### config.mk
export PLATFORM = sky130hd
export DESIGN_NAME = eight_queen_solver
export DESIGN_NICKNAME = d
export VERILOG_FILES = /design/src/rtl/eight_queen_solver.sv
export SDC_FILE = /design/constraint.sdc
export NUM_CORES = 1
export LEC_CHECK = 0
export BUFFER_PORTS_ARGS = -buffer_cell sky130_fd_sc_hd__buf_2
export CORE_MARGIN = 4
export CORE_UTILIZATION = 58
export CTS_BUF_LIST = sky130_fd_sc_hd__clkbuf_8
export DETAILED_ROUTE_END_ITERATION = 10
export PLACE_DENSITY = 0.88
export SETUP_SLACK_MARGIN = 0.4
export SLEW_MARGIN = 20
export SYNTH_ARGS = -nofsm -noshare
export SYNTH_HDL_FRONTEND = slang
export SYNTH_SLANG_ARGS = --single-unit
### constraint.sdc
create_clock -name i_clk -period 6.36 [get_ports i_clk]
set_clock_uncertainty 0.05 [all_clocks]
set_input_delay 1.272 -clock i_clk [delete_from_list [all_inputs] [get_ports i_clk]]
set_output_delay 1.272 -clock i_clk [all_outputs]
set_load 0.02 [all_outputs]
### src/rtl/eight_queen_solver.sv
// rtl/eight_queen_solver.sv - backtracking eight-queens search engine with valid/ready solution port

// Pairwise attack test between a candidate square and one placed queen.
// The caller guarantees the rows differ, so only column and diagonal hits matter.
module safety_check (
  input  logic [2:0] i_r_ch,
  input  logic [2:0] i_c_ch,
  input  logic [2:0] i_r2,
  input  logic [2:0] i_c2,
  output logic       o_threat
);

  logic [2:0] w_dr;
  logic [2:0] w_dc;

  // Absolute row/column distances; equal distances mean a shared diagonal.
  always_comb begin
    w_dr     = (i_r_ch >= i_r2) ? (i_r_ch - i_r2) : (i_r2 - i_r_ch);
    w_dc     = (i_c_ch >= i_c2) ? (i_c_ch - i_c2) : (i_c2 - i_c_ch);
    o_threat = (i_c_ch == i_c2) || (w_dr == w_dc);
  end

endmodule

module eight_queen_solver #(
  parameter bit FIRST_ONLY = 1'b0
) (
  input  logic        i_clk,
  input  logic        i_rst,
  input  logic        i_start,
  output logic        o_busy,
  output logic        o_done,
  output logic        o_sol_valid,
  input  logic        i_sol_ready,
  output logic [23:0] o_sol_cols,
  output logic [6:0]  o_sol_count
);

  typedef enum logic [2:0] {
    S_IDLE,
    S_CHECK,
    S_PLACE,
    S_ADVANCE,
    S_BACKTRACK,
    S_EMIT,
    S_DONE
  } state_t;

  state_t     r_state;
  state_t     w_state_nxt;
  logic [2:0] r_cols [0:7];
  logic [2:0] w_cols_nxt [0:7];
  logic [2:0] r_row;
  logic [2:0] w_row_nxt;
  logic [2:0] r_col;
  logic [2:0] w_col_nxt;
  logic [2:0] r_k;
  logic [2:0] w_k_nxt;
  logic [6:0] r_count;
  logic [6:0] w_count_nxt;
  logic [2:0] w_row_m1;
  logic       w_threat;

  assign w_row_m1 = r_row - 3'd1;

  // Candidate (r, c) is compared against the queen already placed in scan row k.
  safety_check u_safety_check (
    .i_r_ch   (r_row),
    .i_c_ch   (r_col),
    .i_r2     (r_k),
    .i_c2     (r_cols[r_k]),
    .o_threat (w_threat)
  );

  // Next-state and datapath updates for the search walk.
  always_comb begin
    w_state_nxt = r_state;
    w_row_nxt   = r_row;
    w_col_nxt   = r_col;
    w_k_nxt     = r_k;
    w_count_nxt = r_count;
    for (int i = 0; i < 8; i++) begin
      w_cols_nxt[i] = r_cols[i];
    end

    case (r_state)
      S_IDLE, S_DONE: begin
        if (i_start) begin
          w_row_nxt   = 3'd0;
          w_col_nxt   = 3'd0;
          w_k_nxt     = 3'd0;
          w_count_nxt = 7'd0;
          w_state_nxt = S_CHECK;
        end
      end
      S_CHECK: begin
        if (r_k == r_row) begin
          w_state_nxt = S_PLACE;
        end else if (w_threat) begin
          w_state_nxt = S_ADVANCE;
        end else begin
          w_k_nxt = r_k + 3'd1;
        end
      end
      S_PLACE: begin
        w_cols_nxt[r_row] = r_col;
        if (r_row == 3'd7) begin
          w_state_nxt = S_EMIT;
        end else begin
          w_row_nxt   = r_row + 3'd1;
          w_col_nxt   = 3'd0;
          w_k_nxt     = 3'd0;
          w_state_nxt = S_CHECK;
        end
      end
      S_ADVANCE: begin
        if (r_col == 3'd7) begin
          w_state_nxt = S_BACKTRACK;
        end else begin
          w_col_nxt   = r_col + 3'd1;
          w_k_nxt     = 3'd0;
          w_state_nxt = S_CHECK;
        end
      end
      S_BACKTRACK: begin
        if (r_row == 3'd0) begin
          w_state_nxt = S_DONE;
        end else begin
          w_row_nxt   = w_row_m1;
          w_col_nxt   = r_cols[w_row_m1];
          w_state_nxt = S_ADVANCE;
        end
      end
      S_EMIT: begin
        // Row 7 and its column are still loaded, so ADVANCE resumes the walk.
        if (i_sol_ready) begin
          w_count_nxt = r_count + 7'd1;
          w_state_nxt = FIRST_ONLY ? S_DONE : S_ADVANCE;
        end
      end
      default: begin
        w_state_nxt = S_IDLE;
      end
    endcase
  end

  // State and datapath registers; reset aborts any search in progress.
  always_ff @(posedge i_clk or posedge i_rst) begin
    if (i_rst) begin
      r_state <= S_IDLE;
      r_row   <= 3'd0;
      r_col   <= 3'd0;
      r_k     <= 3'd0;
      r_count <= 7'd0;
      for (int i = 0; i < 8; i++) begin
        r_cols[i] <= 3'd0;
      end
    end else begin
      r_state <= w_state_nxt;
      r_row   <= w_row_nxt;
      r_col   <= w_col_nxt;
      r_k     <= w_k_nxt;
      r_count <= w_count_nxt;
      for (int i = 0; i < 8; i++) begin
        r_cols[i] <= w_cols_nxt[i];
      end
    end
  end

  // Status and solution outputs decoded from registered state.
  always_comb begin
    o_busy      = (r_state != S_IDLE) && (r_state != S_DONE);
    o_done      = (r_state == S_DONE);
    o_sol_valid = (r_state == S_EMIT);
    o_sol_count = r_count;
    o_sol_cols  = 24'd0;
    for (int i = 0; i < 8; i++) begin
      o_sol_cols[3*i +: 3] = r_cols[i];
    end
  end

endmodule

==> summary.md <==
| Metric | Value |
|---|---|
| Post-synth top area share | `between 30% and 40%` |
| Post-synthesis cell count | `289` |
| Top post-synthesis cells by count | `dfrtp_1 (43), nand2_1 (35), o21ai_0 (19), ha_1 (18), inv_1 (17)` |
| RSZ-0062 raised after global routing | `no` |
| Minimum clock period | `3840 ps` |
| Synth Flop Type | `dfrtp_1` |
| Gr ovfl total | `0` |
| Via density per instance | `6.33` |
| CTS clk-pin slew, worst paths | `90 ps` |
| Critical path class | `reg -> reg` |
| Status | `complete, no violations` |
| Clk buf depth | `2` |
| Routability cong. | `0.876` |
| Full die area | `roughly 6300 um2` |
| Overall global routing resource usage | `24.9%` |
| Most frequent cell after synthesis | `dfrtp_1` |
| Total clock sinks | `43` |
| Hold_buf cts | `0` |
| Final net count | `350` |
| Ys async rst share | `100%` |
| Design Power | `500 uW` |
| CTS resizes | `0` |
| Pint | `approximately 390 uW` |
| Synth area leader | `dfrtp_1` |
| HPWL after DPL | `about 5.2 mm` |
| # DRC | `0` |
| Slew margin rel. | `a little over half` |
| Placed insts | `384` |
| Setup Buffers After CTS | `0` |
| Maximum clock frequency | `260 MHz` |
| Slew @ Worst Pin | `around 710 ps` |
| Initial antenna violation count | `0` |
| Site Rows | `25` |
| R2R Path Start | `r_k[0]` |
| 1st-pass router iterations | `5` |
| Unique masters post-synth | `56` |
| Port bufs | `37` |
| WL per Instance | `18.4 um` |
| Iteration-0 DRC count of the detailed router | `approximately 190` |
| Pwr dens | `152 nW/um2` |
| Synthesized cell area | `roughly 3000 um2` |
| Worst Hold Class | `reg -> reg` |
| Total CTS buffers | `5` |
| Peak VDD IR | `176 uV` |
| Yosys warns | `0` |
| Sequential-to-total area share from yosys stat | `between 30 and 40%` |
| Final Non-Filler Cells | `392` |
| Leak pwr | `0.00161 uW` |
| Initial Utilization | `roughly three fifths` |
| Synthesized flop and latch total | `43` |
| First-pass GRT wire length | `12.2 mm` |
| Period utilisation layout | `60.4%` |
| Hold Crit Start | `o_sol_count[6]` |
| EDFF count, synth | `0` |
| Logic gate share of total power | `1.9%` |
| Final TNS setup | `0 ps` |
| Largest net degree at the start of global routing | `44` |
| Root Buffer Master | `clkbuf_8` |
| Startpoint types | `flip-flop` |
| Fillers | `368` |
| Total wire length | `7.20 mm` |
| Final Hold Viols | `0` |
| Clock Power Share | `43.4%` |
| Max Cap Violations | `0` |
| Clock latency on the worst-skew pair | `~300 ps` |
| Sw Ratio | `approximately 22%` |
| Vias in the first global route | `2485` |
| TritonCTS clock tree | `built` |
| Switching Power | `roughly 110 uW` |
| Die Wd | `roughly 79 um` |
| CP Launch Point | `r_k[0]` |
| Worst Path Arrival | `3980 ps` |
| H-tree depth | `2` |
| Die Span Y | `79.3 um` |
| Avg Inst Size Synth | `10.2 um2` |
| Worst-path fanout max | `9` |
| Syn_nets | `315` |
| Setup violators final | `0` |
| Routed Antenna Nets | `0` |
| Sequential share of power | `a little over half` |
| Syn-to-layout area delta | `11.5%` |
| CP endpoint kind | `flip-flop` |
| Vias | `around 2.5k` |
| Count of boundary I/O pins | `38` |
| Required @ worst endpoint | `6500 ps` |
| Slew Viols, Final | `0` |
| Layout cell share with drive strength beyond 1 | `between 20 and 25%` |
| N_diodes | `0` |
| Ranking of synthesized cells by area | `dfrtp_1 (37%), mux4_2 (9.2%), ha_1 (7.6%)` |
| CORE AREA | `4820 um2` |
worst max-delay path, stage by stage, from the launching register on:
cell	delay [ps]
dfrtp_1	670
mux4_2	570
nand2_1	80
and2_1	190
inv_1	90
fa_1	440
or4b_1	470
a21oi_1	150
a211oi_1	100
xnor2_1	270
nand3_1	150
and3b_1	240
a32o_2	260
flip-flops by register name (all words and copies together), names as in the netlist:
name and flops:
o_sol_cols 24, o_sol_count 7, r_col 3, r_k 3
r_row 3, r_state 3
per-stage QoR:
step,worst slack [ps],util [%],hold slack [ps],instance area [um2]
finish,2520,68.2,451,3280
global route,2300,68.2,479,3280
CTS,2570,68.2,450,3280
detailed placement,2630,65.8,438,3170
global placement,2790,65.8,417,3170
floorplan,2800,-,495,2950
per-layer routing:
metal | wire (um) | global-route usage, %
met1 | 2810 | 32.2
met2 | 3550 | 40.9
met3 | 593 | 4.65
met4 | 242 | 11.0
met5 | 0 | 0
placed cells by master (no fill, tap or decap), types with 2 or more instances in the layout:
cell type	Yosys	routed
a211o_1	3	3
a21o_1	3	3
a21oi_1	9	9
a31oi_1	5	5
and2_1	3	3
and3_1	7	7
and3_2	2	2
buf_2	3	37
clkbuf_8	1	5
dfrtp_1	43	43
fa_1	4	4
ha_1	18	18
inv_1	17	17
mux2_2	13	13
mux2i_1	8	8
mux4_2	12	12
nand2_1	35	35
nand2b_1	3	3
nand3_1	5	5
nand4_1	2	2
nor2_1	16	16
nor2b_1	7	7
o2111ai_1	2	2
o21ai_0	19	19
o21ai_1	8	8
o22ai_1	2	2
o31ai_1	4	4
or4b_1	2	2
cell type report:
| cell class | count | area [um2] | share of cell area, % |
|---|---|---|---|
| flip-flops and latches | 43 | 1080 | 32.8 |
| multi-input cells | 218 | 1750 | 53.3 |
| inverters | 18 | 67.6 | 2.06 |
| well taps | 67 | 83.8 | 2.55 |
| clock buffers | 5 | 68.8 | 2.10 |
| clock inverters | 3 | 43.8 | 1.33 |
| repair buffers | 38 | 193 | 5.87 |
cell families after synthesis:
family	share of synthesized area [%]
xor gates and xnor gates	1.15
adders and majority gates	10.4
and+or+nand+nor	15.9
AOI/OAI and AO/OA	15.2
buffers and inverters	4.04
muxes	16.9
DFF	36.5
power by group through the flow:
stage / clock network (uW) / logic, uW / registers [uW]
after floorplan: 0 / 5.15 / 280
after global placement: 0 / 9.57 / 279
after detailed placement: 0 / 9.70 / 279
after CTS: 219 / 9.71 / 274
after global routing: 231 / 10.9 / 274
final: 217 / 9.40 / 274
path summary, 6_finish.rpt:
check / slack (ps) / end / cells after the start
worst min-delay path: 450 / o_sol_count[6] / 1
worst min register to register: 450 / o_sol_count[6] / 1
max in group asynchronous: 4840 / o_sol_cols[9] / 3
worst max-delay path: 2520 / r_k[1] / 12
min in group asynchronous: 1040 / o_sol_cols[20] / 3
worst max register to register: 2520 / r_k[1] / 12
Note: power is estimated with default switching activity, not from simulation.
